[src/rtl/irq_controller_if.sv]
// Peripheral bus plus CPU interrupt handshake shared by the CPU side and the
// interrupt controller.
interface irq_controller_if;
  logic        en;
  logic        wen;
  logic [31:0] address;
  logic [31:0] din;
  logic [31:0] dout;
  logic        irq_ack;
  logic        irq_out;

  modport master (
    output en, wen, address, din, irq_ack,
    input  dout, irq_out
  );

  modport slave (
    input  en, wen, address, din, irq_ack,
    output dout, irq_out
  );
endinterface

[src/rtl/irq_controller.sv]
// Memory-mapped interrupt controller: pending/mask/edge registers, fixed
// lowest-index priority and a single CPU request with ack / EOI handshake.
module irq_controller #(
  parameter int NSRC = 8
) (
  input  logic            clk,
  input  logic            reset,
  input  logic [NSRC-1:0] src,
  irq_controller_if.slave bus
);

  localparam logic [4:0] OFF_PENDING = 5'h00;
  localparam logic [4:0] OFF_MASK    = 5'h04;
  localparam logic [4:0] OFF_EDGE    = 5'h08;
  localparam logic [4:0] OFF_CAUSE   = 5'h0C;
  localparam logic [4:0] OFF_EOI     = 5'h10;

  typedef enum logic [1:0] {
    IDLE       = 2'd0,
    REQUEST    = 2'd1,
    IN_SERVICE = 2'd2
  } state_t;

  state_t          state_reg, state_next;
  logic [NSRC-1:0] pending_reg, pending_next;
  logic [NSRC-1:0] mask_reg, mask_next;
  logic [NSRC-1:0] edge_reg, edge_next;
  logic [NSRC-1:0] src_prev_reg;
  logic [4:0]      cur_id_reg, cur_id_next;

  logic [NSRC-1:0] masked;
  logic [NSRC-1:0] set_term;
  logic [NSRC-1:0] clr_term;
  logic [4:0]      prio_id;
  logic            any_masked;
  logic [4:0]      offset;
  logic            wr;
  logic            wr_pending, wr_mask, wr_edge, wr_eoi;
  logic            eoi_fire;
  logic            irq_req;
  logic [31:0]     rd_data;

  // Only the low five address bits select a register.
  logic unused_bits;
  assign unused_bits = ^{bus.address[31:5], bus.din};

  assign offset     = bus.address[4:0];
  assign wr         = bus.en & bus.wen;
  assign wr_pending = wr && (offset == OFF_PENDING);
  assign wr_mask    = wr && (offset == OFF_MASK);
  assign wr_edge    = wr && (offset == OFF_EDGE);
  assign wr_eoi     = wr && (offset == OFF_EOI);
  assign eoi_fire   = wr_eoi && (state_reg == IN_SERVICE);

  assign masked     = pending_reg & mask_reg;
  assign any_masked = |masked;

  // Lowest index wins: scan downwards so the last hit is the smallest index.
  always_comb begin
    prio_id = '0;
    for (int i = NSRC - 1; i >= 0; i--) begin
      if (masked[i]) begin
        prio_id = 5'(i);
      end
    end
  end

  // Set is OR-ed after the clear so a simultaneous set always wins.
  genvar gi;
  generate
    for (gi = 0; gi < NSRC; gi++) begin : g_bit
      assign set_term[gi]     = edge_reg[gi] ? (src[gi] & ~src_prev_reg[gi]) : src[gi];
      assign clr_term[gi]     = (wr_pending & bus.din[gi]) |
                                (eoi_fire & (cur_id_reg == 5'(gi)));
      assign pending_next[gi] = set_term[gi] | (pending_reg[gi] & ~clr_term[gi]);
    end
  endgenerate

  assign mask_next = wr_mask ? bus.din[NSRC-1:0] : mask_reg;
  assign edge_next = wr_edge ? bus.din[NSRC-1:0] : edge_reg;

  always_ff @(posedge clk or negedge reset) begin
    if (!reset) begin
      state_reg    <= IDLE;
      pending_reg  <= '0;
      mask_reg     <= '0;
      edge_reg     <= '0;
      src_prev_reg <= '0;
      cur_id_reg   <= '0;
    end else begin
      state_reg    <= state_next;
      pending_reg  <= pending_next;
      mask_reg     <= mask_next;
      edge_reg     <= edge_next;
      src_prev_reg <= src;
      cur_id_reg   <= cur_id_next;
    end
  end

  // A withdrawn request takes precedence over a same-cycle ack.
  always_comb begin
    state_next  = state_reg;
    cur_id_next = cur_id_reg;
    case (state_reg)
      IDLE: begin
        if (any_masked) begin
          state_next = REQUEST;
        end
      end
      REQUEST: begin
        if (!any_masked) begin
          state_next = IDLE;
        end else if (bus.irq_ack) begin
          state_next  = IN_SERVICE;
          cur_id_next = prio_id;
        end
      end
      IN_SERVICE: begin
        if (wr_eoi) begin
          state_next = IDLE;
        end
      end
      default: state_next = IDLE;
    endcase
  end

  always_comb begin
    irq_req = 1'b0;
    case (state_reg)
      REQUEST: irq_req = 1'b1;
      default: irq_req = 1'b0;
    endcase
  end

  assign bus.irq_out = irq_req;

  always_comb begin
    rd_data = '0;
    if (bus.en) begin
      case (offset)
        OFF_PENDING: rd_data = 32'(pending_reg);
        OFF_MASK:    rd_data = 32'(mask_reg);
        OFF_EDGE:    rd_data = 32'(edge_reg);
        OFF_CAUSE:   rd_data = any_masked ? {1'b1, 26'd0, prio_id} : 32'd0;
        default:     rd_data = '0;
      endcase
    end
  end

  assign bus.dout = rd_data;

endmodule

[src/flat_wrapper.sv]
// flat-port wrapper written by rule: the top's interface ports become plain ports
module irq_controller_flat 
#(
  parameter int NSRC = 8
)
  (clk, reset, src, bus_en, bus_wen, bus_address, bus_din, bus_irq_ack, bus_dout, bus_irq_out);
  irq_controller_if bus_i ();
  input  logic clk;
  input  logic reset;
  input  logic [NSRC-1:0] src;
  input wire logic [$bits(bus_i.en)-1:0] bus_en;
  input wire logic [$bits(bus_i.wen)-1:0] bus_wen;
  input wire logic [$bits(bus_i.address)-1:0] bus_address;
  input wire logic [$bits(bus_i.din)-1:0] bus_din;
  input wire logic [$bits(bus_i.irq_ack)-1:0] bus_irq_ack;
  output wire logic [$bits(bus_i.dout)-1:0] bus_dout;
  output wire logic [$bits(bus_i.irq_out)-1:0] bus_irq_out;
  assign bus_i.en = bus_en;
  assign bus_i.wen = bus_wen;
  assign bus_i.address = bus_address;
  assign bus_i.din = bus_din;
  assign bus_i.irq_ack = bus_irq_ack;
  assign bus_dout = bus_i.dout;
  assign bus_irq_out = bus_i.irq_out;
  irq_controller #(.NSRC(NSRC)) u_core (.clk(clk), .reset(reset), .src(src), .bus(bus_i));
endmodule
[config.mk]
export PLATFORM = sky130hd
export DESIGN_NAME = irq_controller_flat
export DESIGN_NICKNAME = d
export VERILOG_FILES = /design/src/rtl/irq_controller_if.sv /design/src/rtl/irq_controller.sv /design/src/flat_wrapper.sv
export SDC_FILE = /design/constraint.sdc
export NUM_CORES = 1
export LEC_CHECK = 0
export CORE_ASPECT_RATIO = 2
export CORE_MARGIN = 10
export CORE_UTILIZATION = 35
export CTS_BUF_LIST = sky130_fd_sc_hd__clkbuf_8
export DETAILED_ROUTE_END_ITERATION = 8
export PLACE_DENSITY = 0.74
export RECOVER_POWER = 25
export SLEW_MARGIN = 20
export SYNTH_ARGS = -nofsm -noshare
export SYNTH_HDL_FRONTEND = slang
export SYNTH_SLANG_ARGS = --single-unit
[constraint.sdc]
create_clock -name clk -period 1.7 [get_ports clk]
set_input_delay 0.255 -clock clk [delete_from_list [all_inputs] [get_ports clk]]
set_output_delay 0.255 -clock clk [all_outputs]
set_load 0.005 [all_outputs]
==> load_flow_metrics.sql <==
INSERT INTO impl_metrics (metric_group, metric, value, unit) VALUES
('placed_design', 'dpl_cell_area', '2680', 'um2'),
('critical_path', 'cp.arrival', '1.71', 'ns'),
('power', 'clock_power_share', '29.2', '%'),
('sta', 'rsz0062_at_grt', 'yes', ''),
('sta', 'clock_skew', '0.0108', 'ns'),
('sta', 'fin_setup_tns', '-0.899', 'ns'),
('critical_path', 'cp_data_required_time', '1.44', 'ns'),
('power', 'p_int', '0.00191', 'W'),
('critical_path', 'reg_to_reg_critical_path_startpoint', 'u_core.mask_reg[4]', ''),
('final_layout', 'drive_above_1_share', '41.6', '%'),
('placed_design', 'hpwl', '4.55', 'mm'),
('power', 'cellPowerDensity', '904', 'nW/um2'),
('clock_tree', 'clock_tree.buffer_depth', '2', ''),
('placed_design', 'dp_cells', '319', ''),
('placed_design', 'finalWeightedCongestion', '0.899', ''),
('yosys', 'avgSynthCellArea', '10.9', 'um2'),
('sta', 'final.setup.worst_slack', '-0.260', 'ns'),
('floorplanning', 'floorplan.die.width', '73.6', 'um'),
('sta', 'finalMaxSlewViolations', '0', ''),
('detailed_routing', 'avgViaCountPerCell', '5.43', ''),
('final_layout', 'layout_common_cells', 'sky130_fd_sc_hd__buf_4 (41), sky130_fd_sc_hd__dfrtp_1 (37), sky130_fd_sc_hd__conb_1 (23)', ''),
('detailed_routing', 'drt_first_pass_iters', '4', ''),
('sta', 'timing_hold_violations_final', '0', ''),
('grt', 'grt_pass1_vias', '2030', ''),
('run_status', 'failed_checks', 'setup timing', ''),
('floorplanning', 'floorplan.core_area', '5660', 'um2'),
('floorplanning', 'top_level_ports', '110', ''),
('final_layout', 'layout_commonest_cell', 'sky130_fd_sc_hd__buf_4', ''),
('power', 'p_switching', '0.000775', 'W'),
('critical_path', 'cp-end-kind', 'output port', ''),
('hold_path', 'hold_crit_path_type', 'flop to flop', ''),
('final_layout', 'finish.instance_area', '2970', 'um2'),
('final_layout', 'antenna_cells', '0', ''),
('yosys', 'asyncSetResetFlopFracSynth', '100', '%'),
('run_status', 'status', 'complete, but fails checks', ''),
('final_layout', 'multiInputGateArea', '1130', 'um2'),
('yosys', 'netlist_area', '2010', 'um2'),
('power', 'power_switching_share', '28.9', '%'),
('hold_path', 'hold_path_startpoint', 'u_core.edge_reg[1]', ''),
('run', 'maxCapViolCount', '0', ''),
('sta', 'timing.final.crit_period', '1.96', 'ns'),
('sta', 'max_freq', '510', 'MHz'),
('placed_design', 'portBuffers', '35', ''),
('detailed_routing', 'wire_per_inst', '18.9', 'um'),
('floorplanning', 'dieArea', '9360', 'um2'),
('grt', 'grt-ovfl-total', '0', ''),
('detailed_routing', 'drt.antenna.violating_nets', '0', ''),
('sta', 'timing.hold.ws', '0.548', 'ns'),
('detailed_routing', 'detail_route.iter0.violations', '82', ''),
('floorplanning', 'start_util', '35.5', '%'),
('clock_tree', 'clock_sinks', '37', ''),
('yosys', 'synth_sequential_area_ratio', '46.0', '%'),
('critical_path', 'timing.critical_path.from', 'u_core.mask_reg[7]', ''),
('clock_tree', 'tritoncts', 'done', ''),
('clock_tree', 'clk_latency', '0.29', 'ns'),
('yosys', 'synth_cells', '185', ''),
('critical_path', 'path_class', 'flop to output port', ''),
('clock_tree', 'cts_inserted_buffers', '5', ''),
('power', 'ir_drop', '0.504', 'mV'),
('sta', 'tightestPinTransition', '0.914', 'ns'),
('sta', 'final-setup-viol-count', '7', ''),
('power', 'p_seq_share', '41.5', '%'),
('power', 'leakagePower', '1.37', 'nW'),
('yosys', 'dominantRegCellSynth', 'sky130_fd_sc_hd__dfrtp_1', ''),
('grt', 'global_route.usage.total', '13.3', '%'),
('detailed_routing', 'detail_route.wirelength', '6.32', 'mm'),
('final_layout', 'finalNetCount', '350', ''),
('sta', 'finalCritPeriodShare', '115', '%'),
('yosys', 'synth-seq-cells', '37', ''),
('critical_path', 'cp_max_fo', '3', ''),
('final_layout', 'n_fill_cell', '501', '');
## per-layer routing
metal | wire length, um | GRT usage, %
met5 | 0 | 0
met3 | 424 | 3.49
met4 | 324 | 8.82
met1 | 2010 | 11.3
met2 | 3560 | 25.2
## cell type report
cell class | instances | share of cell area, %
clock buffers | 6 | 2.78
clock inverters | 2 | 1.14
inverters | 1 | 0.126
multi-input cells | 143 | 38.0
flip-flops and latches | 37 | 31.1
well taps | 61 | 2.57
repair buffers | 85 | 24.2
## cells in the mapped netlist (2+ instances only)
| cell | instances | area share, % |
|---|---|---|
| sky130_fd_sc_hd__nor2_1 | 17 | 3.2 |
| sky130_fd_sc_hd__nand4_1 | 2 | 0.62 |
| sky130_fd_sc_hd__nand4_2 | 2 | 1.2 |
| sky130_fd_sc_hd__dfrtp_1 | 37 | 46 |
| sky130_fd_sc_hd__a32o_2 | 2 | 1.1 |
| sky130_fd_sc_hd__a32oi_1 | 2 | 0.87 |
| sky130_fd_sc_hd__nand4b_1 | 5 | 2.2 |
| sky130_fd_sc_hd__o21ai_0 | 2 | 0.50 |
| sky130_fd_sc_hd__clkbuf_1 | 2 | 0.37 |
| sky130_fd_sc_hd__mux2i_1 | 8 | 4.0 |
| sky130_fd_sc_hd__o2bb2ai_1 | 2 | 0.87 |
| sky130_fd_sc_hd__a22oi_1 | 3 | 1.1 |
| sky130_fd_sc_hd__and2_1 | 2 | 0.62 |
| sky130_fd_sc_hd__a21oi_1 | 8 | 2.0 |
| sky130_fd_sc_hd__a22o_1 | 2 | 0.87 |
| sky130_fd_sc_hd__nand3_1 | 2 | 0.50 |
| sky130_fd_sc_hd__nor2b_1 | 3 | 0.93 |
| sky130_fd_sc_hd__a32o_1 | 6 | 3.0 |
| sky130_fd_sc_hd__buf_4 | 23 | 8.6 |
| sky130_fd_sc_hd__a221oi_1 | 3 | 1.3 |
| sky130_fd_sc_hd__nand2_1 | 21 | 3.9 |
| sky130_fd_sc_hd__mux2_2 | 19 | 11 |
## kinds of logic (layout without fill, tap and decap cells)
family          after synthesis  in the layout  synth area share, %
compound gates               31             31                 12.1
mux                          27             27                 14.6
buf+inv                      27             94                 9.40
simple gates                 62             62                 17.6
flops                        37             37                 46.0
other cells                   1             23                0.187
## power groups by stage
stage / Clock (W) / Sequential [W] / Combinational (W)
2_1_floorplan: 0 / 0.00110 / 0.000349
3_3_place_gp: 0 / 0.00111 / 0.000614
3_5_place_dp: 0 / 0.00112 / 0.000627
4_1_cts: 0.000789 / 0.00110 / 0.000736
5_1_grt: 0.000829 / 0.00113 / 0.000843
6_report: 0.000785 / 0.00111 / 0.000787
## critical path, stage by stage, from the launching register on
cell	delay, ns
sky130_fd_sc_hd__dfrtp_1	0.38
sky130_fd_sc_hd__a22o_1	0.29
sky130_fd_sc_hd__buf_4	0.17
sky130_fd_sc_hd__a221oi_4	0.25
sky130_fd_sc_hd__a221oi_2	0.08
sky130_fd_sc_hd__o2bb2ai_1	0.13
sky130_fd_sc_hd__buf_2	0.13
## metrics by stage
step / setup WS [ns] / utilization, %
after floorplan: 0.227 / -
after global placement: -0.684 / 47.3
after detailed placement: -0.674 / 47.3
after CTS: -0.228 / 52.2
after global routing: -0.341 / 52.5
final: -0.260 / 52.5
## worst paths after layout
| check | to | slack (ns) | cells after the start |
|---|---|---|---|
| worst max-delay path | bus_dout[1] | -0.26 | 6 |
| worst min-delay path | u_core.edge_reg[1] | 0.55 | 1 |
| worst max register to register | u_core.cur_id_reg[1] | -0.05 | 5 |
| worst min register to register | u_core.edge_reg[1] | 0.55 | 1 |
| max in group asynchronous | u_core.cur_id_reg[1] | 0.50 | 2 |
| min in group asynchronous | u_core.edge_reg[3] | 0.61 | 2 |
## repair_timing
item                       CTS  global route
hold buffers                 0             0
buffers inserted             8             3
resized for setup           63            20
pin swaps                   15             6
setup endpoints to repair   20            20
cloned                       1             0
(Power assumes the default switching activity.)
